[src/rtl/hazard_ctrl_if.sv]
// rtl/hazard_ctrl_if.sv - pipeline/hazard-unit signal bundle for hazard_ctrl
// master = pipeline datapath side, slave = hazard_ctrl.
interface hazard_ctrl_if #(
   parameter int AW    = 5,
   parameter int CNT_W = 16
);
   logic [AW-1:0]    rs_id, rt_id;
   logic             uses_rs_id, uses_rt_id;
   logic             branch_id, taken_id, jump_id;
   logic [AW-1:0]    rs_ex, rt_ex, rd_ex;
   logic             regwrite_ex, memread_ex;
   logic [AW-1:0]    rd_mem;
   logic             regwrite_mem, memread_mem;
   logic [AW-1:0]    rd_wb;
   logic             regwrite_wb;
   logic             md_start_id, md_use_id;

   logic             pc_write, ifid_write, idex_bubble, ifid_flush;
   logic [2:0]       stall_cause;
   logic [1:0]       fwd_a, fwd_b;
   logic             fwd_br_a, fwd_br_b;
   logic             md_busy;
   logic [CNT_W-1:0] stall_count;

   modport master (
      output rs_id, rt_id, uses_rs_id, uses_rt_id, branch_id, taken_id, jump_id,
             rs_ex, rt_ex, rd_ex, regwrite_ex, memread_ex, rd_mem, regwrite_mem,
             memread_mem, rd_wb, regwrite_wb, md_start_id, md_use_id,
      input  pc_write, ifid_write, idex_bubble, ifid_flush, stall_cause,
             fwd_a, fwd_b, fwd_br_a, fwd_br_b, md_busy, stall_count
   );

   modport slave (
      input  rs_id, rt_id, uses_rs_id, uses_rt_id, branch_id, taken_id, jump_id,
             rs_ex, rt_ex, rd_ex, regwrite_ex, memread_ex, rd_mem, regwrite_mem,
             memread_mem, rd_wb, regwrite_wb, md_start_id, md_use_id,
      output pc_write, ifid_write, idex_bubble, ifid_flush, stall_cause,
             fwd_a, fwd_b, fwd_br_a, fwd_br_b, md_busy, stall_count
   );
endinterface

[src/rtl/hazard_ctrl.sv]
// rtl/hazard_ctrl.sv - 5-stage MIPS hazard unit: stalls, flush, forwarding selects
// Mul/div busy interlock is built only when HAZ_MULDIV_EN is defined.
module hazard_ctrl #(
   parameter int AW     = 5,
   parameter int MD_LAT = 4,
   parameter int CNT_W  = 16
) (
   input  logic          clk,
   input  logic          rst,
   hazard_ctrl_if.slave  bus
);
   localparam logic [AW-1:0] R0 = '0;

   function automatic logic hit(input logic [AW-1:0] r, input logic [AW-1:0] s, input logic u);
      return u && (r == s) && (r != R0);
   endfunction

   function automatic logic [1:0] fwd_sel(input logic [AW-1:0] src,
                                          input logic [AW-1:0] rd_m, input logic wr_m,
                                          input logic [AW-1:0] rd_w, input logic wr_w);
      if (wr_m && rd_m != R0 && rd_m == src)      return 2'b10;
      else if (wr_w && rd_w != R0 && rd_w == src) return 2'b01;
      else                                        return 2'b00;
   endfunction

   logic             ex_rs, ex_rt, mem_rs, mem_rt;
   logic             load_use, branch_dep, md_hazard, stall;
   logic             br_fwd_ok;
   logic [CNT_W-1:0] stall_cnt;

   assign ex_rs  = hit(bus.rd_ex,  bus.rs_id, bus.uses_rs_id);
   assign ex_rt  = hit(bus.rd_ex,  bus.rt_id, bus.uses_rt_id);
   assign mem_rs = hit(bus.rd_mem, bus.rs_id, bus.uses_rs_id);
   assign mem_rt = hit(bus.rd_mem, bus.rt_id, bus.uses_rt_id);

   assign load_use   = bus.memread_ex && (ex_rs || ex_rt);
   // A load in MEM still cannot feed the ID comparator, so it holds the branch a second cycle.
   assign branch_dep = bus.branch_id &&
                       ((bus.regwrite_ex && (ex_rs || ex_rt)) ||
                        (bus.memread_mem && (mem_rs || mem_rt)));
   assign stall      = !rst && (load_use || branch_dep || md_hazard);

`ifdef HAZ_MULDIV_EN
   localparam int MDW = $clog2(MD_LAT + 1);

   typedef enum logic {RUN = 1'b0, MD_BUSY = 1'b1} md_state_t;

   md_state_t      md_state, md_state_nxt;
   logic [MDW-1:0] md_cnt, md_cnt_nxt;

   always_ff @(posedge clk) begin
      if (rst) begin
         md_state <= RUN;
         md_cnt   <= '0;
      end else begin
         md_state <= md_state_nxt;
         md_cnt   <= md_cnt_nxt;
      end
   end

   // A stalled mult is not accepted; it retries once the interlock clears.
   always_comb begin
      md_cnt_nxt = md_cnt;
      if (bus.md_start_id && !stall)
         md_cnt_nxt = MDW'(MD_LAT);
      else if (md_state == MD_BUSY)
         md_cnt_nxt = md_cnt - MDW'(1);
      md_state_nxt = (md_cnt_nxt != '0) ? MD_BUSY : RUN;
   end

   assign md_hazard   = (md_state == MD_BUSY) && (bus.md_use_id || bus.md_start_id);
   assign bus.md_busy = (md_state == MD_BUSY);
`else
   logic unused_md;
   assign unused_md   = &{1'b0, bus.md_start_id, bus.md_use_id, MD_LAT[0]};
   assign md_hazard   = 1'b0;
   assign bus.md_busy = 1'b0;
`endif

   assign br_fwd_ok = bus.branch_id && bus.regwrite_mem && !bus.memread_mem && (bus.rd_mem != R0);

   always_comb begin
      bus.pc_write    = 1'b1;
      bus.ifid_write  = 1'b1;
      bus.idex_bubble = 1'b0;
      bus.ifid_flush  = 1'b0;
      bus.stall_cause = 3'b000;
      bus.fwd_a       = 2'b00;
      bus.fwd_b       = 2'b00;
      bus.fwd_br_a    = 1'b0;
      bus.fwd_br_b    = 1'b0;
      if (!rst) begin
         bus.stall_cause = {md_hazard, branch_dep, load_use};
         if (stall) begin
            bus.pc_write    = 1'b0;
            bus.ifid_write  = 1'b0;
            bus.idex_bubble = 1'b1;
         end else begin
            bus.ifid_flush  = (bus.branch_id && bus.taken_id) || bus.jump_id;
         end
         bus.fwd_a    = fwd_sel(bus.rs_ex, bus.rd_mem, bus.regwrite_mem, bus.rd_wb, bus.regwrite_wb);
         bus.fwd_b    = fwd_sel(bus.rt_ex, bus.rd_mem, bus.regwrite_mem, bus.rd_wb, bus.regwrite_wb);
         bus.fwd_br_a = br_fwd_ok && (bus.rd_mem == bus.rs_id);
         bus.fwd_br_b = br_fwd_ok && (bus.rd_mem == bus.rt_id);
      end
   end

   always_ff @(posedge clk) begin
      if (rst)
         stall_cnt <= '0;
      else if (stall && stall_cnt != '1)
         stall_cnt <= stall_cnt + CNT_W'(1);
   end

   assign bus.stall_count = stall_cnt;
endmodule
[src/flat_wrapper.sv]
// flat-port wrapper written by rule: the top's interface ports become plain ports
module hazard_ctrl_flat 
#(
   parameter int AW     = 5,
   parameter int MD_LAT = 4,
   parameter int CNT_W  = 16
)
  (clk, rst, bus_rs_id, bus_rt_id, bus_uses_rs_id, bus_uses_rt_id, bus_branch_id, bus_taken_id, bus_jump_id, bus_rs_ex, bus_rt_ex, bus_rd_ex, bus_regwrite_ex, bus_memread_ex, bus_rd_mem, bus_regwrite_mem, bus_memread_mem, bus_rd_wb, bus_regwrite_wb, bus_md_start_id, bus_md_use_id, bus_pc_write, bus_ifid_write, bus_idex_bubble, bus_ifid_flush, bus_stall_cause, bus_fwd_a, bus_fwd_b, bus_fwd_br_a, bus_fwd_br_b, bus_md_busy, bus_stall_count);
  hazard_ctrl_if #(.AW(AW), .CNT_W(CNT_W)) bus_i ();
  input  logic clk;
  input  logic rst;
  input wire logic [$bits(bus_i.rs_id)-1:0] bus_rs_id;
  input wire logic [$bits(bus_i.rt_id)-1:0] bus_rt_id;
  input wire logic [$bits(bus_i.uses_rs_id)-1:0] bus_uses_rs_id;
  input wire logic [$bits(bus_i.uses_rt_id)-1:0] bus_uses_rt_id;
  input wire logic [$bits(bus_i.branch_id)-1:0] bus_branch_id;
  input wire logic [$bits(bus_i.taken_id)-1:0] bus_taken_id;
  input wire logic [$bits(bus_i.jump_id)-1:0] bus_jump_id;
  input wire logic [$bits(bus_i.rs_ex)-1:0] bus_rs_ex;
  input wire logic [$bits(bus_i.rt_ex)-1:0] bus_rt_ex;
  input wire logic [$bits(bus_i.rd_ex)-1:0] bus_rd_ex;
  input wire logic [$bits(bus_i.regwrite_ex)-1:0] bus_regwrite_ex;
  input wire logic [$bits(bus_i.memread_ex)-1:0] bus_memread_ex;
  input wire logic [$bits(bus_i.rd_mem)-1:0] bus_rd_mem;
  input wire logic [$bits(bus_i.regwrite_mem)-1:0] bus_regwrite_mem;
  input wire logic [$bits(bus_i.memread_mem)-1:0] bus_memread_mem;
  input wire logic [$bits(bus_i.rd_wb)-1:0] bus_rd_wb;
  input wire logic [$bits(bus_i.regwrite_wb)-1:0] bus_regwrite_wb;
  input wire logic [$bits(bus_i.md_start_id)-1:0] bus_md_start_id;
  input wire logic [$bits(bus_i.md_use_id)-1:0] bus_md_use_id;
  output wire logic [$bits(bus_i.pc_write)-1:0] bus_pc_write;
  output wire logic [$bits(bus_i.ifid_write)-1:0] bus_ifid_write;
  output wire logic [$bits(bus_i.idex_bubble)-1:0] bus_idex_bubble;
  output wire logic [$bits(bus_i.ifid_flush)-1:0] bus_ifid_flush;
  output wire logic [$bits(bus_i.stall_cause)-1:0] bus_stall_cause;
  output wire logic [$bits(bus_i.fwd_a)-1:0] bus_fwd_a;
  output wire logic [$bits(bus_i.fwd_b)-1:0] bus_fwd_b;
  output wire logic [$bits(bus_i.fwd_br_a)-1:0] bus_fwd_br_a;
  output wire logic [$bits(bus_i.fwd_br_b)-1:0] bus_fwd_br_b;
  output wire logic [$bits(bus_i.md_busy)-1:0] bus_md_busy;
  output wire logic [$bits(bus_i.stall_count)-1:0] bus_stall_count;
  assign bus_i.rs_id = bus_rs_id;
  assign bus_i.rt_id = bus_rt_id;
  assign bus_i.uses_rs_id = bus_uses_rs_id;
  assign bus_i.uses_rt_id = bus_uses_rt_id;
  assign bus_i.branch_id = bus_branch_id;
  assign bus_i.taken_id = bus_taken_id;
  assign bus_i.jump_id = bus_jump_id;
  assign bus_i.rs_ex = bus_rs_ex;
  assign bus_i.rt_ex = bus_rt_ex;
  assign bus_i.rd_ex = bus_rd_ex;
  assign bus_i.regwrite_ex = bus_regwrite_ex;
  assign bus_i.memread_ex = bus_memread_ex;
  assign bus_i.rd_mem = bus_rd_mem;
  assign bus_i.regwrite_mem = bus_regwrite_mem;
  assign bus_i.memread_mem = bus_memread_mem;
  assign bus_i.rd_wb = bus_rd_wb;
  assign bus_i.regwrite_wb = bus_regwrite_wb;
  assign bus_i.md_start_id = bus_md_start_id;
  assign bus_i.md_use_id = bus_md_use_id;
  assign bus_pc_write = bus_i.pc_write;
  assign bus_ifid_write = bus_i.ifid_write;
  assign bus_idex_bubble = bus_i.idex_bubble;
  assign bus_ifid_flush = bus_i.ifid_flush;
  assign bus_stall_cause = bus_i.stall_cause;
  assign bus_fwd_a = bus_i.fwd_a;
  assign bus_fwd_b = bus_i.fwd_b;
  assign bus_fwd_br_a = bus_i.fwd_br_a;
  assign bus_fwd_br_b = bus_i.fwd_br_b;
  assign bus_md_busy = bus_i.md_busy;
  assign bus_stall_count = bus_i.stall_count;
  hazard_ctrl #(.AW(AW), .MD_LAT(MD_LAT), .CNT_W(CNT_W)) u_core (.clk(clk), .rst(rst), .bus(bus_i));
endmodule
[config.mk]
export PLATFORM = sky130hd
export DESIGN_NAME = hazard_ctrl_flat
export DESIGN_NICKNAME = d
export VERILOG_FILES = /design/src/rtl/hazard_ctrl_if.sv /design/src/rtl/hazard_ctrl.sv /design/src/flat_wrapper.sv
export SDC_FILE = /design/constraint.sdc
export NUM_CORES = 1
export LEC_CHECK = 0
export CORE_UTILIZATION = 40
export DETAILED_ROUTE_END_ITERATION = 6
export GPL_ROUTABILITY_DRIVEN = 0
export HOLD_SLACK_MARGIN = 0.12
export MAX_ROUTING_LAYER = met4
export PLACE_DENSITY = 0.84
export SKIP_LAST_GASP = 1
export SYNTH_ARGS = -nofsm -noshare
export SYNTH_HDL_FRONTEND = slang
export SYNTH_SLANG_ARGS = --single-unit
[constraint.sdc]
create_clock -name clk -period 2.9 [get_ports clk]
set_input_delay 0.435 -clock clk [delete_from_list [all_inputs] [get_ports clk]]
set_output_delay 0.435 -clock clk [all_outputs]
set_load 0.05 [all_outputs]
; Word-level counts from Yosys, hierarchy flattened
; Index checks and enable logic that the tools add are counted.
[totals]
romBits = 0
elab_cells = 62
inputBits = 49
out_inout_bits = 30
ramBits = 0
latchBits = 0
n_memories = 0
regBits = 16
[op_classes]
bitwise = 0
magnitude_cmp = 0
n_reduce_logical = 36
mux = 15
mul = 0
div = 0
n_eq_ne = 9
addsub = 1
shifts = 0
[ops]
columns = op, count
row1 = $eq 5x5->1, 8
row2 = $logic_and 1x1->1, 26
row3 = $add 16x1->16 const B, 1
row4 = $ne 16x16->1 const B, 1
row5 = $reduce_bool 5->1, 3
row6 = $mux 1, 10
row7 = $mux 2, 5
row8 = $logic_or 1x1->1, 5
row9 = $logic_not 1->1, 2

; Longest topological paths before layout
; Gate-level depths: netlist (run 1).
[depth]
depth_word = 11
ltp_mapped = 10
depth_no_buf = 8

; Least setup slack after synthesis (run 1)
; No wires, ideal clock.
[synth_path]
kind = input-to-output
startpoint = input port bus_rd_mem[3]
endpoint = output port bus_fwd_br_a
setup_slack_ps = -458
path_buffers = 1
stages = 5
arrival_ps = 2923
required_ps = 2465
path_cell_list = buf_2 > nor2b_1 > a2111o_1 > or3_1 > nor4_1
[synth_via]
elab_chain_cells = 4
word_cells_on_any_way = 5
cone_classes = eq/ne: 1 / mux: 1 / reduce/logical: 3
[synth_rtl]
columns = item, line
row1 = start: declaration, flat_wrapper.sv:24  ; input wire logic [$bits(bus_i.rd_mem)-1:0] bus_rd_mem;
row2 = $reduce_bool 5->1, hazard_ctrl.sv:80  ; assign br_fwd_ok = bus.branch_id && bus.regwrite_mem && !bus.memread_mem && (bus.rd_mem != R0);
row3 = $logic_and 1x1->1, hazard_ctrl.sv:80
row4 = $logic_and 1x1->1 (*), hazard_ctrl.sv:103  ; bus.fwd_br_a = br_fwd_ok && (bus.rd_mem == bus.rs_id);
row5 = $mux 1 (*), hazard_ctrl.sv:92  ; if (!rst) begin
row6 = end: declaration, flat_wrapper.sv:38  ; output wire logic [$bits(bus_i.fwd_br_a)-1:0] bus_fwd_br_a;
; Mark *: on every way between the ends. The rest lies on a longest branch, timed or not.

; Worst setup path in the final report (run 1)
[layout_path]
startpoint = input port bus_rt_id[2]
endpoint = output port bus_ifid_flush
[layout_via]
elab_chain_cells = 11
word_cells_on_any_way = 17
cone_classes = eq/ne: 2 / mux: 2 / reduce/logical: 13
[layout_rtl]
columns = item, line
row1 = start: declaration, flat_wrapper.sv:13  ; input wire logic [$bits(bus_i.rt_id)-1:0] bus_rt_id;
row2 = $eq 5x5->1, hazard_ctrl.sv:15  ; return u && (r == s) && (r != R0);
row3 = $logic_and 1x1->1 (2 in series), hazard_ctrl.sv:15
row4 = $logic_or 1x1->1 (on tied branches), "hazard_ctrl.sv:36, hazard_ctrl.sv:39, hazard_ctrl.sv:40"
row5 = $logic_and 1x1->1 (on tied branches), "hazard_ctrl.sv:39, hazard_ctrl.sv:40"
row6 = $logic_or 1x1->1, hazard_ctrl.sv:39  ; ((bus.regwrite_ex && (ex_rs || ex_rt)) ||
row7 = $logic_and 1x1->1, hazard_ctrl.sv:38  ; assign branch_dep = bus.branch_id &&
row8 = $logic_or 1x1->1 (*), hazard_ctrl.sv:41  ; assign stall = !rst && (load_use || branch_dep || md_hazard);
row9 = $logic_and 1x1->1 (*), hazard_ctrl.sv:41
row10 = $mux 1 (*), hazard_ctrl.sv:94  ; if (stall) begin
row11 = $mux 1 (*), hazard_ctrl.sv:92
row12 = end: declaration, flat_wrapper.sv:34  ; output wire logic [$bits(bus_i.ifid_flush)-1:0] bus_ifid_flush;
; Marked as above.

==> metrics, run 1 <==
status completed; Worst Hold Class flip-flop to flip-flop; Initial Util 0.419; worst reg2reg path depth 9; Unique masters post-synth 40; fraction of layout cells with a size suffix above 1 0.183; Slew @ Worst Pin roughly 530 ps; YS warnings 0; area post-placement about 0.0025 mm2; Adder-Cell Fraction of Synth Area 0.00816; RSZ-0062 raised after global routing true; chip width ~64 um; Cell Chain, Critical Path clkdlybuf4s50_1 > inv_1 > buf_4 > o2111ai_1 > nor3_2 > o2111a_2 > buf_4 > nor4_2 > buf_4; Avg Synthesized Cell Area between 7 and 8 um2; first-pass GRT wire length slightly below 8 mm; clk slew on worst S/H paths around 60 ps; Worst setup EP type output pin; Seq/Total Area, Yosys 0.209; Max-Cap Viols 0; Max IR drop VDD 0.220 mV; dominant combinational cell family by area after synthesis simple AND/OR/NAND/NOR gates; slowest CP cell clkdlybuf4s50_1; final critical-path share of the clock period 0.959; CTS max path bufs 2; pwr/cell area approximately 240 mW/mm2; Top FF cell, synth dfxtp_1; Nets around 350; Core ar. 0.00366 mm2; clock sinks 16; worst stage delay on the critical path roughly 500 ps; CTS tree built; fmax between 300 and 400 MHz; Ports 79; vias in the first global route between 1,500 and 2,000; Post-DRT Antenna Nets 0; commonest non-fill, non-tap cell in the layout clkdlybuf4s50_1; most frequent cells in the layout clkdlybuf4s50_1 (54), buf_4 (25), nor2_1 (19), xnor2_1 (19), dfxtp_1 (16); critical path fanouts, max 3; Final Critical Period between 2000 and 3000 ps; Storage cell area 320 um2; Setup crit start kind input pin; ant diodes 0; EDFF count, synth 0; Port Buf Inserts 74; full die area slightly above 0.004 mm2; Clock H-tree levels 1; Yosys reg bits 16; clock skew a little under 2 ps; post-synthesis xor/xnor area fraction 0.189; WP depth 9; final instance area approximately 0.0026 mm2; post-synthesis mux area share 0.0498; antenna violations before repair 0; DR WL/cell ~14 um; Worst Path Buf+Inv 5; GRT Util Overall 0.246; Relative slew margins 0.645; Post-Synth Simple-Gate Area 0.367; largest net degree at the start of global routing 21; top cell type's share of synthesized area 0.209; CP top delay family buffers and inverters; clk_lat worst skew between 200 and 300 ps; synth top area cells dfxtp_1 (21%), xnor2_1 (11%), xor2_1 (8.0%); DRT Pass-1 Iters 4; post-synthesis compound-gate area fraction 0.125; row count 22; WHS 508 ps; Detailed Route Iter0 Violations 58; cts bufs inserted 3; cell taking the most area after synthesis dfxtp_1; post-DP HPWL about 3.8 mm; FFs w/ async S/R, synth 0; cells after synthesis approximately 200; final setup vio count 0; die height roughly 64 um; max reg flops 16; root buffer cell clkbuf_8; Overflow after GRT 0; Area growth, synth to finish 70.9%; Hold Path Depth 2; Crit Path Class input pin to output pin; Final Hold Fails 0; Crit path top cell by count buf_4; Mapped Area roughly 0.0015 mm2; drt via density a little over 5; Post-Route WL ~4.7 mm; multi-input logic area ~0.0012 mm2; vias roughly 1,700; drc violations 0; LEAKAGE around 1 nW; Critical Path RT roughly 2500 ps; Critical Path AT roughly 2400 ps; final-layout fill cell count roughly 310; Final Max Slew Viols 0
## Yosys cell counts, types with 3 or more instances
library cell,instances
or4_1,3
nand4_1,3
nor2_1,19
dfxtp_1,16
mux2_2,5
nor3b_1,3
buf_4,3
xor2_1,14
o21ai_0,8
or3_1,7
nand2_1,14
or2b_1,3
nand3_1,9
inv_1,6
xnor2_1,19
nor3_1,8
nand2b_1,4
nor4_1,6
o31ai_1,3
a21oi_1,9
nor2b_1,11
clkbuf_1,6
## metal layers
metal | up-vias | wire [um] | share of wire | track usage
met5 | - | 0 | 0 | -
met4 | 0 | 21 | 0.0045 | 0.0341
met1 | 801 | 2130 | 0.45 | 0.288
met2 | 48 | 2360 | 0.50 | 0.449
li1 | 897 | - | - | -
met3 | 2 | 174 | 0.037 | 0.0357
## worst min-delay path, delay by kind of cell, from the launching register on
kind / cells / cell delay (ps)
compound gates: 2 / 120
flops: 1 / 340
## logic make-up after synthesis
group,Yosys count
other cells,1
buf+inv,17
compound gates,29
mux,7
flops,16
xor+xnor,33
fa+ha+maj,1
simple gates,101
## power by group
part / switching [mW] / internal (mW)
registers: 0.000502 / 0.220
clock network: 0.0815 / 0.121
logic: 0.0989 / 0.117
## cell type report
cell class,instances,share of cell area
tap,48,0.0229
clock buffer,4,0.0210
inverter,6,0.0100
timing repair buffer,96,0.376
multi-input combinational,173,0.447
sequential,16,0.122
## metrics by stage
| step | utilization | instances | setup TNS, ps | total power, mW | worst slack [ps] |
|---|---|---|---|---|---|
| after floorplan | - | 206 | 0 | 0.322 | 77.3 |
| after global placement | 0.695 | 338 | -347 | 0.436 | -105 |
| after detailed placement | 0.695 | 338 | -772 | 0.441 | -163 |
| after CTS | 0.712 | 343 | 0 | 0.641 | 33.8 |
| after global routing | 0.715 | 343 | -1.25 | 0.668 | -1.25 |
| final | 0.715 | 343 | 0 | 0.639 | 118 |
## what timing repair did
action,in CTS,in global routing
setup buffers,1,0
pin swaps,4,5
hold buffers,0,0
resized for setup,8,3
endpoints found under the setup margin,3,6
## final timing paths
kind                        startpoint                   endpoint  slack, ps
min reg2reg  u_core.bus.stall_count[8]  u_core.bus.stall_count[8]        510
max reg2reg  u_core.bus.stall_count[0]  u_core.bus.stall_count[1]        570
max                       bus_rt_id[2]             bus_ifid_flush        120
min          u_core.bus.stall_count[8]  u_core.bus.stall_count[8]        510
Power figures use the tool's default switching activity.
==> run 2: changes to the inputs <==
--- a/config.mk
+++ b/config.mk
@@ -5,13 +5,14 @@
 export SDC_FILE = /design/constraint.sdc
 export NUM_CORES = 1
 export LEC_CHECK = 0
-export CORE_UTILIZATION = 40
+export CORE_UTILIZATION = 36
 export DETAILED_ROUTE_END_ITERATION = 6
 export GPL_ROUTABILITY_DRIVEN = 0
 export HOLD_SLACK_MARGIN = 0.12
 export MAX_ROUTING_LAYER = met4
-export PLACE_DENSITY = 0.84
+export PLACE_DENSITY = 0.8
 export SKIP_LAST_GASP = 1
 export SYNTH_ARGS = -nofsm -noshare
 export SYNTH_HDL_FRONTEND = slang
 export SYNTH_SLANG_ARGS = --single-unit
+export TNS_END_PERCENT = 30
==> constraint.sdc (replaced) <==
create_clock -name clk -period 2.4 [get_ports clk]
set_input_delay 0.36 -clock clk [delete_from_list [all_inputs] [get_ports clk]]
set_output_delay 0.36 -clock clk [all_outputs]
set_load 0.05 [all_outputs]
==> run 2 against run 1 <==
The run now ends with negative setup slack left; cell count grew 7.0%; wire length grew 11%; via count grew 10%; clock skew shrank 1.1 ps; critical path depth is the same; die area grew 11%; non-clock buffer count grew 23; total power grew 20%; hold slack gained 7.4 ps; critical endpoint is now bus_idex_bubble.
==> metrics, run 2 (synthesized netlist as in run 1, its figures left out) <==
GRT Util Overall 0.238 (-0.00725); chip width 67.3 um (+5.2%); CTS tree built; Final Max Slew Viols 0 (unchanged); row count 23 (+4.5%); cts bufs inserted 3 (unchanged); fin worst setup slack -77.0 ps (-195 ps); CP top delay family simple AND/OR/NAND/NOR gates; CTS max path bufs 2 (unchanged); final setup vio count 5 (+5); Post-Route WL 5.20 mm (+11%); fraction of layout cells with a size suffix above 1 0.293 (+0.110); drc violations 0 (unchanged); Port Buf Inserts 74 (unchanged); Max IR drop VDD 0.149 mV (-33%); critical path fanouts, max 3 (unchanged); Crit Path Class input pin to output pin; Final Hold Fails 0 (unchanged); Initial Util 0.378 (-0.0409); LEAKAGE 1.11 nW (+13%); Core ar. 0.00406 mm2 (+11%); Ports 79 (unchanged); post-placement cell count 355 (+5.0%); Detailed Route Iter0 Violations 114 (+97%); Slew @ Worst Pin 520 ps (-10.9 ps); post-DP HPWL 4.02 mm (+4.6%); RSZ-0062 raised after global routing true; non-filler cells, final 367 (+7.0%); Setup crit start kind input pin; fmax just over 400 MHz; switching share of total power 0.299 (+0.0161); Post-DRT Antenna Nets 0 (unchanged); Int Power 0.539 mW (+18%); pwr/cell area 272 mW/mm2 (+11%); vias in the first global route 1,816 (+4.6%); clock skew 0.866 ps (-1.07 ps); vias 1,931 (+10%); antenna violations before repair 0 (unchanged); DR WL/cell 14.2 um (+3.7%); clk slew on worst S/H paths 60 ps (about the same); Final Critical Period 2480 ps; violations in the final reports negative setup slack; WHS 516 ps (+7.39 ps); full die area 0.00452 mm2 (+11%); Relative slew margins 0.652 (+0.00727); post-place setup slack -581 ps (-418 ps); drt via density 5.26 (+3.2%); root buffer cell clkbuf_8; status finished, violations left; largest net degree at the start of global routing 24 (+14%); total power 0.768 mW (+20%); slowest CP cell o2111a_2; Worst Hold Class flip-flop to flip-flop; area post-placement 0.00269 mm2 (+5.6%); Clock H-tree levels 1 (unchanged); Area growth, synth to finish 84.5%; Nets 369 (+6.6%); max reg flops 16 (unchanged); most frequent cells in the layout buf_4 (46), clkdlybuf4s50_1 (42), xnor2_1 (19), nor2_1 (17), dfxtp_1 (16); Clk pwr share 0.266 (-0.050); commonest non-fill, non-tap cell in the layout buf_4; Max-Cap Viols 0 (unchanged); utilization after layout 0.697 (-0.0184); Logic pwr share 0.387 (+0.048); Net Switching 0.230 mW (+27%); DRT Pass-1 Iters 4 (unchanged); Worst setup EP type output pin; final critical-path share of the clock period 1.03; clock sinks 16 (unchanged); Critical Path RT 2040 ps (-430 ps); final instance area 0.00283 mm2 (+8.0%); Worst Path Buf+Inv 3 (-2); ant diodes 0 (unchanged); clk_lat worst skew 250 ps (about the same); final-layout fill cell count 306 (-1.9%); Final TNS setup -308 ps (-308 ps); Critical Path AT 2120 ps (-230 ps); sequential power share 0.347 (+0.002); die height 67.3 um (+5.2%); worst stage delay on the critical path 310 ps (-190 ps); first-pass GRT wire length 8.05 mm (+2.6%); Overflow after GRT 0 (unchanged); Cell Chain, Critical Path dlygate4sd2_1 > xnor2_1 > nand2_1 > nor3_2 > o2111a_2 > nor2_4 > or2_4 > clkinvlp_4 > buf_12
run 2: cell count changes in the layout (fill, tap and decap cells not counted), moves of 2 or more:
| cell | before | now |
|---|---|---|
| nor2_1 | 19 | 17 |
| clkdlybuf4s50_1 | 54 | 42 |
| clkdlybuf4s15_1 | 0 | 2 |
| buf_4 | 25 | 46 |
| inv_2 | 0 | 2 |
| nor4_2 | 4 | 1 |
| nor4_4 | 0 | 2 |
| inv_1 | 5 | 3 |
| buf_2 | 0 | 7 |
| buf_6 | 0 | 4 |
run 2: timing repair:
action	CTS	global route
gates resized for setup	62	5
hold buffers	0	0
buffers inserted	9	0
setup endpoints to repair	26	13
pin swaps	11	1
run 2: worst reg2reg max path, stage by stage (launching register included):
cell	delay (ps)
dfxtp_1	430
ha_1	200
nand3_1	120
or2_2	390
nor3_1	320
nor2_1	110
o21ai_2	180
buf_4	220
mux2i_1	170
nor2_1	50
run 2: cell type report:
cell class	count	area [um2]	share of cell area
clock buffers	3	41.3	0.0146
inverters	6	26.3	0.00929
flip-flops and latches	16	320	0.113
repair buffers	119	1130	0.400
multi-input cells	173	1240	0.440
well taps	50	62.6	0.0221
run 2: power by group through the flow:
stage	Clock (mW)	Combinational, mW	Sequential [mW]
after floorplan	0	0.122	0.274
after global placement	0	0.274	0.272
after detailed placement	0	0.281	0.272
after CTS	0.207	0.290	0.267
after global routing	0.221	0.316	0.266
final	0.204	0.298	0.267
run 2: path summary, 6_finish.rpt:
kind | from | end | slack, ps | cells after the start
setup / recovery | bus_rt_id[4] | bus_idex_bubble | -80 | 9
hold / removal | u_core.bus.stall_count[8] | u_core.bus.stall_count[8] | 520 | 2
setup reg to reg | u_core.bus.stall_count[0] | u_core.bus.stall_count[1] | 100 | 9
hold reg to reg | u_core.bus.stall_count[8] | u_core.bus.stall_count[8] | 520 | 2
run 2: per-layer routing:
metal  track usage  up-vias  routed length (um)
met2         0.438       64                2680
met3        0.0405       13                 190
met4        0.0612        0                 136
li1              -      942                   -
met5             -        -                   0
met1         0.263      912                2190
